<file path="src/rtl/pc_gen.sv">
// Fetch program-counter generator: IDLE/RUN/FLUSH FSM with post-jump bubbles and a fetch counter.
// Optional misaligned-jump rejection is enabled by defining PC_MISALIGN_CHK_EN.
`ifndef PC_WIDTH
`define PC_WIDTH 32
`endif

module pc_gen #(
    parameter int unsigned RESET_PC     = 0,
    parameter int unsigned PC_STEP      = 4,
    parameter int unsigned FLUSH_CYCLES = 1
) (
    input  logic                 clk,
    input  logic                 rst,
    input  logic                 work_ena,
    input  logic                 stall,
    input  logic                 pc_jump,
    input  logic [`PC_WIDTH-1:0] pc_target,
    output logic [`PC_WIDTH-1:0] pc_o,
    output logic                 fetch_valid_o,
    output logic                 flush_o,
    output logic [31:0]          fetch_cnt_o,
    output logic                 misalign_o
);

    localparam logic [`PC_WIDTH-1:0] RST_PC_V   = `PC_WIDTH'(RESET_PC);
    localparam logic [`PC_WIDTH-1:0] STEP_V     = `PC_WIDTH'(PC_STEP);
    localparam logic [`PC_WIDTH-1:0] ALIGN_MASK = `PC_WIDTH'(PC_STEP - 1);
    localparam logic [2:0]           FLUSH_V    = 3'(FLUSH_CYCLES);

    typedef enum logic [1:0] {IDLE, RUN, FLUSH} state_t;

    state_t               state_q, state_d;
    logic [`PC_WIDTH-1:0] pc_q, pc_d;
    logic                 valid_q, valid_d;
    logic                 flush_q, flush_d;
    logic [31:0]          cnt_q, cnt_d;
    logic [2:0]           fcnt_q, fcnt_d;
    logic                 mis_q, mis_d;

    logic                 jump_ok;
    logic                 jump_bad;
    logic [`PC_WIDTH-1:0] jump_pc;

`ifdef PC_MISALIGN_CHK_EN
    assign jump_ok  = pc_jump && ((pc_target & ALIGN_MASK) == '0);
    assign jump_bad = pc_jump && ((pc_target & ALIGN_MASK) != '0);
    assign jump_pc  = pc_target;
`else
    // Low bits are dropped so a misaligned target snaps down to the step boundary.
    assign jump_ok  = pc_jump;
    assign jump_bad = 1'b0;
    assign jump_pc  = pc_target & ~ALIGN_MASK;
`endif

    always_comb begin
        state_d = state_q;
        pc_d    = pc_q;
        valid_d = valid_q;
        flush_d = flush_q;
        cnt_d   = cnt_q;
        fcnt_d  = fcnt_q;
        mis_d   = 1'b0;
        if (!work_ena) begin
            state_d = IDLE;
            pc_d    = RST_PC_V;
            valid_d = 1'b0;
            flush_d = 1'b0;
            cnt_d   = '0;
            fcnt_d  = '0;
        end else begin
            case (state_q)
                IDLE: begin
                    state_d = RUN;
                    pc_d    = RST_PC_V;
                    valid_d = 1'b1;
                    flush_d = 1'b0;
                end
                RUN, FLUSH: begin
                    mis_d = jump_bad;
                    if (jump_ok) begin
                        state_d = FLUSH;
                        pc_d    = jump_pc;
                        fcnt_d  = FLUSH_V;
                        valid_d = 1'b0;
                        flush_d = 1'b1;
                    end else if (!stall) begin
                        pc_d = pc_q + STEP_V;
                        if (valid_q)
                            cnt_d = cnt_q + 32'd1;
                        if (state_q == FLUSH) begin
                            fcnt_d = fcnt_q - 3'd1;
                            if (fcnt_q == 3'd1) begin
                                state_d = RUN;
                                flush_d = 1'b0;
                                valid_d = 1'b1;
                            end
                        end
                    end
                end
                default: state_d = IDLE;
            endcase
        end
    end

    always_ff @(posedge clk or posedge rst) begin
        if (rst) begin
            state_q <= IDLE;
            pc_q    <= RST_PC_V;
            valid_q <= 1'b0;
            flush_q <= 1'b0;
            cnt_q   <= '0;
            fcnt_q  <= '0;
            mis_q   <= 1'b0;
        end else begin
            state_q <= state_d;
            pc_q    <= pc_d;
            valid_q <= valid_d;
            flush_q <= flush_d;
            cnt_q   <= cnt_d;
            fcnt_q  <= fcnt_d;
            mis_q   <= mis_d;
        end
    end

    assign pc_o          = pc_q;
    assign fetch_valid_o = valid_q;
    assign flush_o       = flush_q;
    assign fetch_cnt_o   = cnt_q;
`ifdef PC_MISALIGN_CHK_EN
    assign misalign_o    = mis_q;
`else
    assign misalign_o    = 1'b0;
`endif

endmodule

</file>
<file path="config.mk">
export PLATFORM = sky130hd
export DESIGN_NAME = pc_gen
export DESIGN_NICKNAME = d
export VERILOG_FILES = /design/src/rtl/pc_gen.sv
export SDC_FILE = /design/constraint.sdc
export NUM_CORES = 1
export LEC_CHECK = 0
export CORE_UTILIZATION = 45
export DETAILED_ROUTE_END_ITERATION = 10
export GPL_TIMING_DRIVEN = 0
export HOLD_SLACK_MARGIN = 0.03
export PLACE_DENSITY_LB_ADDON = 0.1
export SETUP_SLACK_MARGIN = 0.15
export SLEW_MARGIN = 15
export SYNTH_ARGS = -nofsm -noshare
export SYNTH_HDL_FRONTEND = slang
export SYNTH_SLANG_ARGS = --single-unit
</file>
<file path="constraint.sdc">
create_clock -name clk -period 2.22 [get_ports clk]
set_clock_uncertainty 0.2 [all_clocks]
set_input_delay 0.444 -clock clk [delete_from_list [all_inputs] [get_ports clk]]
set_output_delay 0.444 -clock clk [all_outputs]
set_load 0.02 [all_outputs]
</file>
# Word level (Yosys, flattened, before mapping)
# Cells that the tools add are included.
[op_classes] add_sub_neg=3 n_eq_ne=13 muxes=32 reduce_logical=7
[op_table] operator="$mux W32" count=8
[op_table] operator="$pmux W32 S2" count=1
[op_table] operator="$add A32 B1 Y32 const B" count=1
[op_table] operator="$add A32 B3 Y32 const B" count=1
[op_table] operator="$mux W3" count=5
[op_table] operator="$ne A4 B4 Y1 const B" count=3
[op_table] operator="$mux W1" count=10
[op_table] operator="$mux W2" count=5
[op_table] operator="$reduce_and A4 Y1" count=2
[op_table] operator="$ne A3 B1 Y1 const B" count=2
[op_table] operator="$reduce_and A3 Y1" count=2
[op_table] operator="$ne A2 B1 Y1 const B" count=2
[op_table] operator="$ne A2 B2 Y1 const B" count=2
[op_table] operator="$pmux W1 S2" count=2
[op_table] operator="$pmux W2 S2" count=1
[op_table] operator="$eq A3 B1 Y1 const B" count=1
[op_table] operator="$ne A3 B2 Y1 const B" count=1
[op_table] operator="$sub A3 B1 Y3 const B" count=1
[op_table] operator="$eq A2 B1 Y1 const B" count=1
[op_table] operator="$eq A2 B2 Y1 const B" count=1
[op_table] operator="$logic_not A2 Y1" count=1
[op_table] operator="$reduce_and A2 Y1" count=1
[op_table] operator="$reduce_or A2 Y1" count=1
[word_totals] ff_bits=71 inputBits=37 output_inout_bits=67 elab_cells=61

# Depth between registers and ports, before layout
# Gate-level depths: netlist (run 1).
[depth] ltp_word=7 mapped_depth=11

# Least setup slack after synthesis (run 1)
# Ideal clock, no wire load.
[synth_path] path_type="register -> register" from="register state_q[0]" to="register cnt_q[25], in the netlist fetch_cnt_o[25]" arrival_ns=1.996 path_slack_ns=-0.108 path_stages_with_launch=12 cell_sequence="dfrtp_1 > inv_1 > ha_1 > buf_2 > and4bb_1 > buf_4 > o2111a_1 > buf_6 > buf_4 > nand4_1 > xor2_1 > nor2_1"
[synth_via] elab_chain_cells=4
[synth_rtl] item="from (decl)" line="32" rtl="state_t state_q, state_d;"
[synth_rtl] item="from (signal assigned)" line="115" rtl="state_q <= state_d;"
[synth_rtl] item="$eq A2 B2 Y1 / $eq A2 B1 Y1 (equally long branches)" line="71" rtl="case (state_q)"
[synth_rtl] item="$reduce_or A2 Y1 *" line="71"
[synth_rtl] item="$ne A2 B1 Y1 (no source line) *"
[synth_rtl] item="$reduce_and A4 Y1 (no source line) *"
[synth_rtl] item="to (signal assigned)" line="119" rtl="cnt_q <= cnt_d;"
[synth_rtl] item="to (decl)" line="36" rtl="logic [31:0] cnt_q, cnt_d;"
# Mark *: on every way between the ends. The rest lies on a longest branch, timed or not.
# A chain may end at the register's enable or synchronous reset.

# Worst setup path after layout (run 1)
[layout_path] from="register state_q[1]" to="register pc_q[8], in the netlist pc_o[8]"
[layout_via] elab_chain_cells=4
[layout_rtl] item="$eq A2 B2 Y1 / $eq A2 B1 Y1 (equally long branches)" line="71"
[layout_rtl] item="$reduce_or A2 Y1" line="71"
[layout_rtl] item="$ne A4 B4 Y1 (no source line), or another cell as far along"
[layout_rtl] item="$reduce_and A2 Y1 (no source line) / $mux W32 (equally long branches)"
[layout_rtl] item="to (signal assigned)" line="116" rtl="pc_q <= pc_d;"
[layout_rtl] item="to (decl)" line="33" rtl="logic [`PC_WIDTH-1:0] pc_q, pc_d;"
# Parallel ways exist; a longest one is shown, timed or not.

==> results of run 1 <==
==> flip-flops by register name (all words and copies together), names as in the netlist <==
signal / flops
fetch_cnt_o: 32
pc_o: 30
fcnt_q: 3
state_q: 2
fetch_valid_o: 1
flush_o: 1
==> cell type report <==
| class | instances | area share |
|---|---|---|
| Multi-Input combinational cell | 350 | 0.408 |
| Sequential cell | 69 | 0.267 |
| Timing Repair Buffer | 145 | 0.232 |
| Buffer | 25 | 0.0364 |
| Clock buffer | 12 | 0.0224 |
| Tap cell | 108 | 0.0209 |
| Clock inverter | 4 | 0.00735 |
| Inverter | 9 | 0.00580 |
==> per-layer routing <==
| metal | track usage | routed length, um | vias to the layer above | share of wire |
|---|---|---|---|---|
| met1 | 0.367 | 5710 | 2122 | 0.43 |
| li1 | - | - | 1965 | - |
| met4 | 0.0987 | 212 | 0 | 0.016 |
| met5 | 0 | 0 | - | 0 |
| met2 | 0.434 | 6550 | 200 | 0.50 |
| met3 | 0.0499 | 743 | 33 | 0.056 |
==> synth_stat cells (all sizes together), types with 2 or more instances <==
cell	number	area share
and4	7	0.015
inv	9	0.0084
nand2	54	0.050
and3	8	0.012
o311ai	8	0.017
dfrtp	69	0.43
and2	4	0.0062
a21o	2	0.0037
buf	11	0.020
xnor2	7	0.015
nand4	36	0.056
o41ai	2	0.0043
or3	7	0.011
o21ai	30	0.037
a21boi	3	0.0056
nor3	7	0.011
nor3b	2	0.0037
a22oi	11	0.020
o211a	2	0.0050
nor2	51	0.047
a21oi	10	0.012
o31ai	2	0.0037
clkbuf	14	0.013
nor2b	2	0.0031
a221o	5	0.012
ha	8	0.025
nor4	7	0.014
xor2	27	0.058
o211ai	3	0.0056
mux2i	8	0.020
nand3	22	0.030
==> worst max path at each step <==
stage	start	slack (ns)	to
5_1_grt	state_q[1]	-0.20	fetch_cnt_o[23]
4_1_cts	state_q[0]	-0.08	fetch_cnt_o[25]
3_5_place_dp	pc_jump	-0.56	pc_o[25]
6_report	state_q[1]	-0.11	pc_o[8]
2_1_floorplan	state_q[1]	-0.06	fetch_cnt_o[25]
3_3_place_gp	pc_jump	-0.54	pc_o[23]
==> cell usage in the layout (no fill, tap or decap), drive strengths merged, types with 22 or more instances in the layout <==
| cell | instances |
|---|---|
| nor2 | 51 |
| buf | 59 |
| clkbuf | 27 |
| nand4 | 36 |
| dfrtp | 69 |
| nand2 | 54 |
| xor2 | 27 |
| nand3 | 22 |
| o21ai | 30 |
| clkdlybuf4s50 | 44 |
| dlygate4sd2 | 31 |
==> metrics by stage <==
| step | instances | utilization | setup WS (ns) |
|---|---|---|---|
| global route | 722 | 0.741 | -0.197 |
| floorplan | 453 | - | -0.0560 |
| finish | 722 | 0.741 | -0.113 |
| CTS | 707 | 0.691 | -0.0808 |
| detailed placement | 659 | 0.604 | -0.564 |
| global placement | 657 | 0.598 | -0.535 |
==> power groups by stage <==
| stage | clock network [mW] | logic, mW | registers, mW |
|---|---|---|---|
| 4_1_cts | 1.05 | 1.62 | 1.60 |
| 3_3_place_gp | 0 | 1.15 | 1.61 |
| 2_1_floorplan | 0 | 0.562 | 1.71 |
| 6_report | 1.05 | 1.92 | 1.63 |
| 5_1_grt | 1.11 | 2.03 | 1.64 |
| 3_5_place_dp | 0 | 1.17 | 1.61 |
==> kinds of logic after synthesis <==
group / share of synthesized area
buf+inv: 0.0412
other cells: 0.000928
flops: 0.427
xor+xnor: 0.0737
compound gates: 0.138
fa+ha+maj: 0.0248
simple gates: 0.275
mux: 0.0198
==> timing repair <==
action                                  in CTS  in global routing
pin swaps                                   49                 26
cloned                                       5                  1
resized for setup                          125                 75
endpoints found under the setup margin      86                 85
setup buffers                               27                 14
==> summary.md, run 1 <==
| Metric | Value |
|---|---|
| Post-route design area | between 0.006 and 0.007 mm^2 |
| Status | finished with violations |
| Leak pwr | ~3.2 nW |
| Combinational share of power | 0.417 |
| Crit path required time | between 2 and 2.5 ns |
| Clock share of power | 0.229 |
| Cell variety after synth | 50 |
| Reg power frac | 0.354 |
| Final hold vios | 0 |
| DRC Markers | 0 |
| Main flop type after synthesis | dfrtp_1 |
| Worst R2R Path Depth | 11 |
| Vias in the first global route | about 4100 |
| Failing checks | negative setup slack |
| Initial antenna violation count | 0 |
| Initial Util | 0.464 |
| Clock Pin Slew Worst Setup and Hold Paths | about 0.080 ns |
| Dpl hpwl | between 7 and 8 mm |
| MaxCap Viol Count | 0 |
| I/O Pins | approximately 100 |
| CP Launch Type | flip-flop |
| Multi-input combinational cell area | 0.00264 mm^2 |
| Slew Limit Fails | 0 |
| Post-synth EDFFs | 0 |
| CP delay by family, top | simple AND/OR/NAND/NOR gates |
| Post-DP Area | 0.00527 mm^2 |
| CTS tree | yes |
| Critical-path cell with the highest stage delay | dfrtp_1 |
| Hold Crit Class | in2async |
| Yosys reg bits | roughly 70 |
| Clock Tree Buf Depth | 2 |
| Clock Sinks | 69 |
| Hold_buf cts | 0 |
| Worst r2r src | state_q[1] |
| Number of cells on the critical path | 11 |
| Gr usage total | 0.271 |
| First-pass GRT wire length | slightly above 20 mm |
| Routed Antenna Nets | 0 |
| Hold slack | approximately 0.25 ns |
| Endpoint class of the critical path | flip-flop |
| Largest net degree at the start of global routing | 34 |
| RSZ-0062 raised after global routing | true |
| RePlAce Congestion | about 0.92 |
| Fillers | approximately 630 |
| Worst ir drop on vdd | around 0.63 mV |
| Cts bufs inserted | 9 |
| Vias per cell | around 6 |
| Synth Cell Area | just over 0.004 mm^2 |
| Die ar. | ~0.0094 mm^2 |
| Post-Synthesis Cells | between 400 and 500 |
| P_sw | around 1.7 mW |
| Worst setup margin | -0.113 ns |
| Sw Share | 0.366 |
| Pwr dens | ~710 mW/mm^2 |
| Crit path DAT | 2.40 ns |
| Core area | 0.00872 mm^2 |
| Endpoints failing setup | 36 |
| Drt wl/cell | ~18 um |
| CP cell instances | inv_2 > ha_4 > buf_6 > buf_4 > nand3b_1 > or2_4 > buf_8 > clkbuf_16 > o21ai_2 > nand2_1 > o21ai_1 |
| Fin crit share | 1.05 |
| Rows | 34 |
| Overall power | between 4 and 5 mW |
| Final WL | 13.2 mm |
| Sequential area share after synthesis | 0.427 |
| Iter 0 DRT Violations | around 250 |
| Fraction of synthesis flops using an asynchronous set or reset pin | 1.00 |
| Crit Path Max Fanout | 6 |
| Number of diodes | 0 |
| Drt pass-1 iters | 5 |
| Register Area | approximately 0.0017 mm^2 |
| Setup_tns | -2.20 ns |
| Port Buf Inserts | 96 |
| Chip Height | ~97 um |
| Reg-to-reg endpoint | pc_o[8] |
| Clock insertion delay at the later pin of the skew report | 0.35 ns |
| Syn. warnings | 0 |
| Vias | around 4300 |
| R2R Setup Slk | -0.11 ns |
| Least-Margin Pin Slew | around 0.65 ns |
| Fmax | 0.429 GHz |
| CTS root buf | clkbuf_8 |
| Layout Nets | ~650 |
| Cell-internal power | approximately 2.9 mW |
| H-tree depth | 3 |
| Area Growth Syn to Fin | 60.0% |
| Crit Path Class | reg2reg |
| Worst path bufs/invs | 5 |
| Min cycle time layout | approximately 2.3 ns |
| Slew Limit Headroom | 0.561 |
| Grt ovf | 0 |
| Share of cells above drive strength 1 | 0.267 |
| Die W | 96.8 um |
| Largest stage delay on the critical path | 0.37 ns |
| Avg Inst Size Synth | approximately 9 um^2 |
Power figures use the tool's default switching activity.
==> run 2, diff against run 1 <==
Settings changed: GPL_TIMING_DRIVEN 0 to not set.
==> run 2 against run 1 <==
Net effect: the flow now finishes without violations; worst setup slack improved by 0.21 ns; sequential share of layout area is 2.1 points higher; critical path depth is 3 lower; wire length fell by 11%; cell area down 7.1%.
==> summary.md, run 2 (synthesized netlist as in run 1, its figures left out) <==
| Metric | Value |
|---|---|
| Slew Limit Headroom | 0.667 (was 0.561) |
| CP Launch Type | flip-flop (unchanged) |
| CTS root buf | clkbuf_8 (unchanged) |
| Worst R2R Path Depth | 8 (was 11) |
| Layout Nets | 642 (was 654) |
| Hold_buf cts | 0 (unchanged) |
| Fillers | 718 (was 629) |
| Share of cells above drive strength 1 | 0.216 (was 0.267) |
| Min cycle time layout | 2.12 ns (was 2.33 ns) |
| Rows | 34 (unchanged) |
| Multi-input combinational cell area | 0.00238 mm^2 (was 0.00264 mm^2) |
| I/O Pins | 104 (unchanged) |
| Fmax | 0.472 GHz (was 0.429 GHz) |
| Post-Layout Cell Count | 710 (was 722) |
| Setup slack at placement | -0.198 ns (was -0.564 ns) |
| Clock Pin Slew Worst Setup and Hold Paths | 0.08 ns (about the same) |
| Area Growth Syn to Fin | 48.6% (was 60.0%) |
| Final WL | 11.7 mm (was 13.2 mm) |
| Worst setup margin | 0.101 ns (was -0.113 ns) |
| Fin crit share | 0.955 (was 1.05) |
| Dpl hpwl | 8.21 mm (was 8.00 mm) |
| Placed Cells | 683 (was 659) |
| Die ar. | 0.00937 mm^2 (unchanged) |
| Commonest cells after routing, fill and taps aside | 62 x dfrtp_1, 51 x nand2_1, 48 x nor2_1, 48 x clkdlybuf4s50_1, 47 x buf_4 (was 67 x dfrtp_1, 47 x nor2_1, 44 x clkdlybuf4s50_1, 40 x nand2_1, 36 x nand4_1) |
| Largest net degree at the start of global routing | 70 (was 34) |
| Worst ir drop on vdd | 0.502 mV (was 0.635 mV) |
| Die W | 96.8 um (unchanged) |
| Grt ovf | 0 (unchanged) |
| Status | complete, no violations (was finished with violations) |
| Worst r2r src | state_q[0] (was state_q[1]) |
| Number of diodes | 0 (unchanged) |
| R2R Setup Slk | 0.10 ns (was -0.11 ns) |
| Core area | 0.00872 mm^2 (unchanged) |
| Hold Crit Class | in2async (unchanged) |
| Port Buf Inserts | 98 (was 96) |
| Cts bufs inserted | 9 (unchanged) |
| Crit path DAT | 2.20 ns (was 2.40 ns) |
| Endpoints failing setup | 0 (was 36) |
| Least-Margin Pin Slew | 0.495 ns (was 0.653 ns) |
| Clock Sinks | 69 (unchanged) |
| Reg-to-reg endpoint | fetch_cnt_o[31] (was pc_o[8]) |
| CTS tree | yes (unchanged) |
| Pwr dens | 701 mW/mm^2 (was 710 mW/mm^2) |
| Vias | 4128 (was 4320) |
| Endpoint class of the critical path | flip-flop (unchanged) |
| Register Area | 0.00174 mm^2 (was 0.00173 mm^2) |
| Routed Antenna Nets | 0 (unchanged) |
| Crit path required time | 2.30 ns (was 2.29 ns) |
| Drt pass-1 iters | 5 (unchanged) |
| RSZ-0062 raised after global routing | true (unchanged) |
| Drt wl/cell | 16.5 um (was 18.3 um) |
| Vias in the first global route | 3877 (was 4068) |
| First-pass GRT wire length | 19.1 mm (was 20.5 mm) |
| Hold slack | 0.331 ns (was 0.252 ns) |
| Clock insertion delay at the later pin of the skew report | 0.35 ns (about the same) |
| Vias per cell | 5.81 (was 5.98) |
| Crit Path Max Fanout | 9 (was 6) |
| H-tree depth | 3 (unchanged) |
| RePlAce Congestion | 0.855 (was 0.920) |
| Leak pwr | 2.99 nW (was 3.21 nW) |
| Largest register FFs | 32 (unchanged) |
| Overall power | 4.21 mW (was 4.59 mW) |
| Initial Util | 0.464 (unchanged) |
| Gr usage total | 0.250 (was 0.271) |
| DRC Markers | 0 (unchanged) |
| Util after Layout | 0.689 (was 0.741) |
| Final hold vios | 0 (unchanged) |
| Crit Path Class | reg2reg (unchanged) |
| Chip Height | 96.8 um (unchanged) |
| MaxCap Viol Count | 0 (unchanged) |
| Slew Limit Fails | 0 (unchanged) |
| Clock Tree Buf Depth | 2 (unchanged) |
| Most common cell after layout, fill and taps aside | dfrtp_1 (unchanged) |
| Initial antenna violation count | 0 (unchanged) |
| Iter 0 DRT Violations | 210 (was 254) |
run 2: worst max-delay path by stage:
stage / startpoint / end / slack [ns] / depth (start not counted)
after floorplan: state_q[1] / fetch_cnt_o[25] / -0.06 / 11
after global placement: stall / fetch_cnt_o[31] / -0.17 / 7
after detailed placement: stall / fetch_cnt_o[21] / -0.20 / 8
after CTS: state_q[0] / fetch_cnt_o[31] / 0.11 / 8
after global routing: state_q[0] / fetch_cnt_o[21] / 0.02 / 9
final: state_q[0] / fetch_cnt_o[31] / 0.10 / 8
run 2: final cells by class:
cell class,instances,share of cell area
inverters,9,0.00625
flip-flops and latches,69,0.289
clock buffers,10,0.0229
well taps,108,0.0225
multi-input cells,350,0.396
repair buffers,158,0.253
clock inverters,6,0.0104
run 2: report_power, final:
part | total [mW] | switching, mW | internal (mW)
combinational | 1.56 | 0.798 | 0.760
clock | 1.05 | 0.505 | 0.547
sequential | 1.60 | 0.198 | 1.40
run 2: metrics by stage:
| step | TNS, ns | cell area (um^2) |
|---|---|---|
| 2_1_floorplan | -0.339 | 4120 |
| 3_3_place_gp | -3.94 | 5500 |
| 3_5_place_dp | -5.23 | 5500 |
| 4_1_cts | 0 | 5730 |
| 5_1_grt | 0 | 6010 |
| 6_report | 0 | 6010 |
run 2: repair_timing:
item,CTS,global route
cloned,1,1
hold endpoints to repair,0,0
pin swaps,0,14
endpoints found under the setup margin,77,69
setup buffers,3,6
resized for setup,46,72
run 2: critical path: stages (launching register included):
cell and delay, ns:
dfrtp_1 0.38, inv_2 0.06, ha_4 0.28, and4bb_1 0.22
o2111a_1 0.23, buf_12 0.14, nand3_4 0.08, or3_4 0.34
a21oi_2 0.11
run 2: layer usage:
| metal | vias to the layer above | share of wire | global-route usage | wire length [um] |
|---|---|---|---|---|
| met2 | 128 | 0.49 | 0.415 | 5770 |
| li1 | 1937 | - | - | - |
| met4 | 0 | 0.015 | 0.0815 | 175 |
| met1 | 2045 | 0.44 | 0.339 | 5190 |
| met5 | - | 0 | 0 | 0 |
| met3 | 18 | 0.049 | 0.0303 | 572 |
==> run 3, diff against run 2 <==
Settings changed: CORE_ASPECT_RATIO set to 0.6.
==> run 3 against run 2 <==
Net effect: maximum frequency decreased by 4.5%; final cell count increased by 2.4%; clock power increased by 24%.
==> summary.md, run 3 (synthesized netlist as in run 1, its figures left out) <==
| Metric | Value |
|---|---|
| Status | complete, no violations (unchanged) |
| Iter 0 DRT Violations | 336 (was 210) |
| CP cell instances | inv_2 > ha_4 > buf_4 > nand3b_1 > buf_6 > buf_4 > or3_4 > mux2i_1 > a221o_1 (was inv_2 > ha_4 > and4bb_1 > o2111a_1 > buf_12 > nand3_4 > or3_4 > a21oi_2) |
| Sw Share | 0.340 (was 0.357) |
| Vias in the first global route | 3786 (was 3877) |
| CP Launch Type | flip-flop (unchanged) |
| Register Area | 0.00173 mm^2 (was 0.00174 mm^2) |
| Min cycle time layout | 2.22 ns (was 2.12 ns) |
| Clock Pin Slew Worst Setup and Hold Paths | 0.06 ns (was 0.08 ns) |
| Grt ovf | 0 (unchanged) |
| Fillers | 657 (was 718) |
| Cell-internal power | 2.97 mW (was 2.71 mW) |
| Crit path required time | 2.30 ns (about the same) |
| Reg power frac | 0.353 (was 0.380) |
| Leak pwr | 3.10 nW (was 2.99 nW) |
| Rows | 26 (was 34) |
| Crit path DAT | 2.29 ns (was 2.20 ns) |
| Clock Tree Buf Depth | 2 (unchanged) |
| Clock share of power | 0.289 (was 0.250) |
| Hold Crit Class | in2async (unchanged) |
| Final WL | 13.0 mm (was 11.7 mm) |
| Chip Height | 75.4 um (was 96.8 um) |
| Routed Antenna Nets | 0 (unchanged) |
| Setup_tns | 0 ns (unchanged) |
| Combinational share of power | 0.359 (was 0.370) |
| Die ar. | 0.00938 mm^2 (was 0.00937 mm^2) |
| Hold_buf cts | 0 (unchanged) |
| Multi-input combinational cell area | 0.00238 mm^2 (about the same) |
| Pwr dens | 718 mW/mm^2 (was 701 mW/mm^2) |
| CTS root buf | clkbuf_16 (was clkbuf_8) |
| Layout Nets | 656 (was 642) |
| Port Buf Inserts | 98 (unchanged) |
| First-pass GRT wire length | 19.5 mm (was 19.1 mm) |
| CTS tree | yes (unchanged) |
| Drt wl/cell | 17.9 um (was 16.5 um) |
| RePlAce Congestion | 0.901 (was 0.855) |
| Largest register FFs | 32 (unchanged) |
| Crit Path Max Fanout | 5 (was 9) |
| Slew Limit Headroom | 0.639 (was 0.667) |
| Initial Util | 0.469 (was 0.464) |
| P_sw | 1.53 mW (was 1.50 mW) |
| Worst ir drop on vdd | 0.484 mV (was 0.502 mV) |
| Initial antenna violation count | 0 (unchanged) |
| I/O Pins | 104 (unchanged) |
| Crit Path Class | reg2reg (unchanged) |
| Area Growth Syn to Fin | 55.1% (was 48.6%) |
| RSZ-0062 raised after global routing | true (unchanged) |
| Clock insertion delay at the later pin of the skew report | 0.33 ns (was 0.35 ns) |
| Vias | 4235 (was 4128) |
| Number of diodes | 0 (unchanged) |
| Largest net degree at the start of global routing | 33 (was 70) |
| Die W | 124 um (was 96.8 um) |
| MaxCap Viol Count | 0 (unchanged) |
| Largest stage delay on the critical path | 0.36 ns (was 0.38 ns) |
| Fin crit share | 1.00 (was 0.955) |
| Vias per cell | 5.83 (was 5.81) |
| Endpoint class of the critical path | flip-flop (unchanged) |
| Clock Sinks | 69 (unchanged) |
| DRC Markers | 0 (unchanged) |
| Share of cells above drive strength 1 | 0.223 (was 0.216) |
| Core area | 0.00862 mm^2 (was 0.00872 mm^2) |
| Least-Margin Pin Slew | 0.537 ns (was 0.495 ns) |
| Most common cell after layout, fill and taps aside | dfrtp_1 (unchanged) |
| Endpoints failing setup | 0 (unchanged) |
| Cts bufs inserted | 9 (unchanged) |
| Drt pass-1 iters | 5 (unchanged) |
| Commonest cells after routing, fill and taps aside | 63 x dfrtp_1, 59 x buf_4, 57 x clkdlybuf4s50_1, 51 x nand2_1, 49 x nor2_1 (was 62 x dfrtp_1, 51 x nand2_1, 48 x nor2_1, 48 x clkdlybuf4s50_1, 47 x buf_4) |
| Overall power | 4.50 mW (was 4.21 mW) |
| Slew Limit Fails | 0 (unchanged) |
| Gr usage total | 0.268 (was 0.250) |
| Critical-path cell with the highest stage delay | dfrtp_1 (unchanged) |
| Final hold vios | 0 (unchanged) |
| Fmax | 0.451 GHz (was 0.472 GHz) |
| H-tree depth | 3 (unchanged) |
| Most used cell along the critical path | buf_4 |
| Dpl hpwl | 8.82 mm (was 8.21 mm) |
run 3: cell type report:
type,instances,area share
clock buffers,13,0.0399
well taps,112,0.0224
flip-flops and latches,69,0.277
repair buffers,172,0.273
multi-input cells,350,0.380
inverters,9,0.00599
clock inverters,2,0.00160
run 3: power groups by stage:
| stage | logic (mW) | registers (mW) | clock network (mW) |
|---|---|---|---|
| 6_report | 1.61 | 1.59 | 1.30 |
| 2_1_floorplan | 0.562 | 1.71 | 0 |
| 3_5_place_dp | 1.46 | 1.59 | 0 |
| 3_3_place_gp | 1.42 | 1.58 | 0 |
| 5_1_grt | 1.73 | 1.61 | 1.37 |
| 4_1_cts | 1.49 | 1.57 | 1.32 |
run 3: stage by stage:
step,std cells,setup slack (ns),area [um^2],hold slack (ns),utilization
after floorplan,453,-0.0560,4120,0.273,-
after global placement,695,-0.184,5590,0.288,0.648
after detailed placement,695,-0.215,5590,0.309,0.648
after CTS,717,0.0475,5970,0.281,0.693
after global routing,727,-0.0653,6270,0.294,0.727
final,727,0.000557,6270,0.269,0.727
run 3: repair_timing:
action	in CTS	in global routing
cloned	1	0
endpoints found under the setup margin	64	73
gates resized for setup	35	69
buffers inserted	6	10
pin swaps	18	25
run 3: worst max-delay path: cells and delay by family, from the launching register on:
kind / cells / cell delay [ns]
muxes: 1 / 0.17
buffers and inverters: 4 / 0.51
DFF: 1 / 0.36
adders and majority gates: 1 / 0.29
and+or+nand+nor: 2 / 0.50
AOI/OAI and AO/OA: 1 / 0.13
run 3: layer usage:
layer	track usage	up-vias	share of wire	wire [um]
li1	-	1968	-	-
met1	0.403	2047	0.48	6250
met2	0.374	202	0.43	5550
met3	0.0723	18	0.082	1070
met4	0.0736	0	0.0099	129
met5	0	-	0	0
run 3: path summary, 6_finish.rpt:
check	from	to	slack, ns	cells after the start
worst max-delay path	state_q[1]	pc_o[30]	0.0006	9
worst min-delay path	rst	fetch_cnt_o[24]	0.27	2
worst max register to register	state_q[1]	pc_o[30]	0.0006	9
worst min register to register	flush_o	flush_o	0.32	2
max in group asynchronous	rst	pc_o[11]	1.06	3
min in group clk	flush_o	flush_o	0.32	2
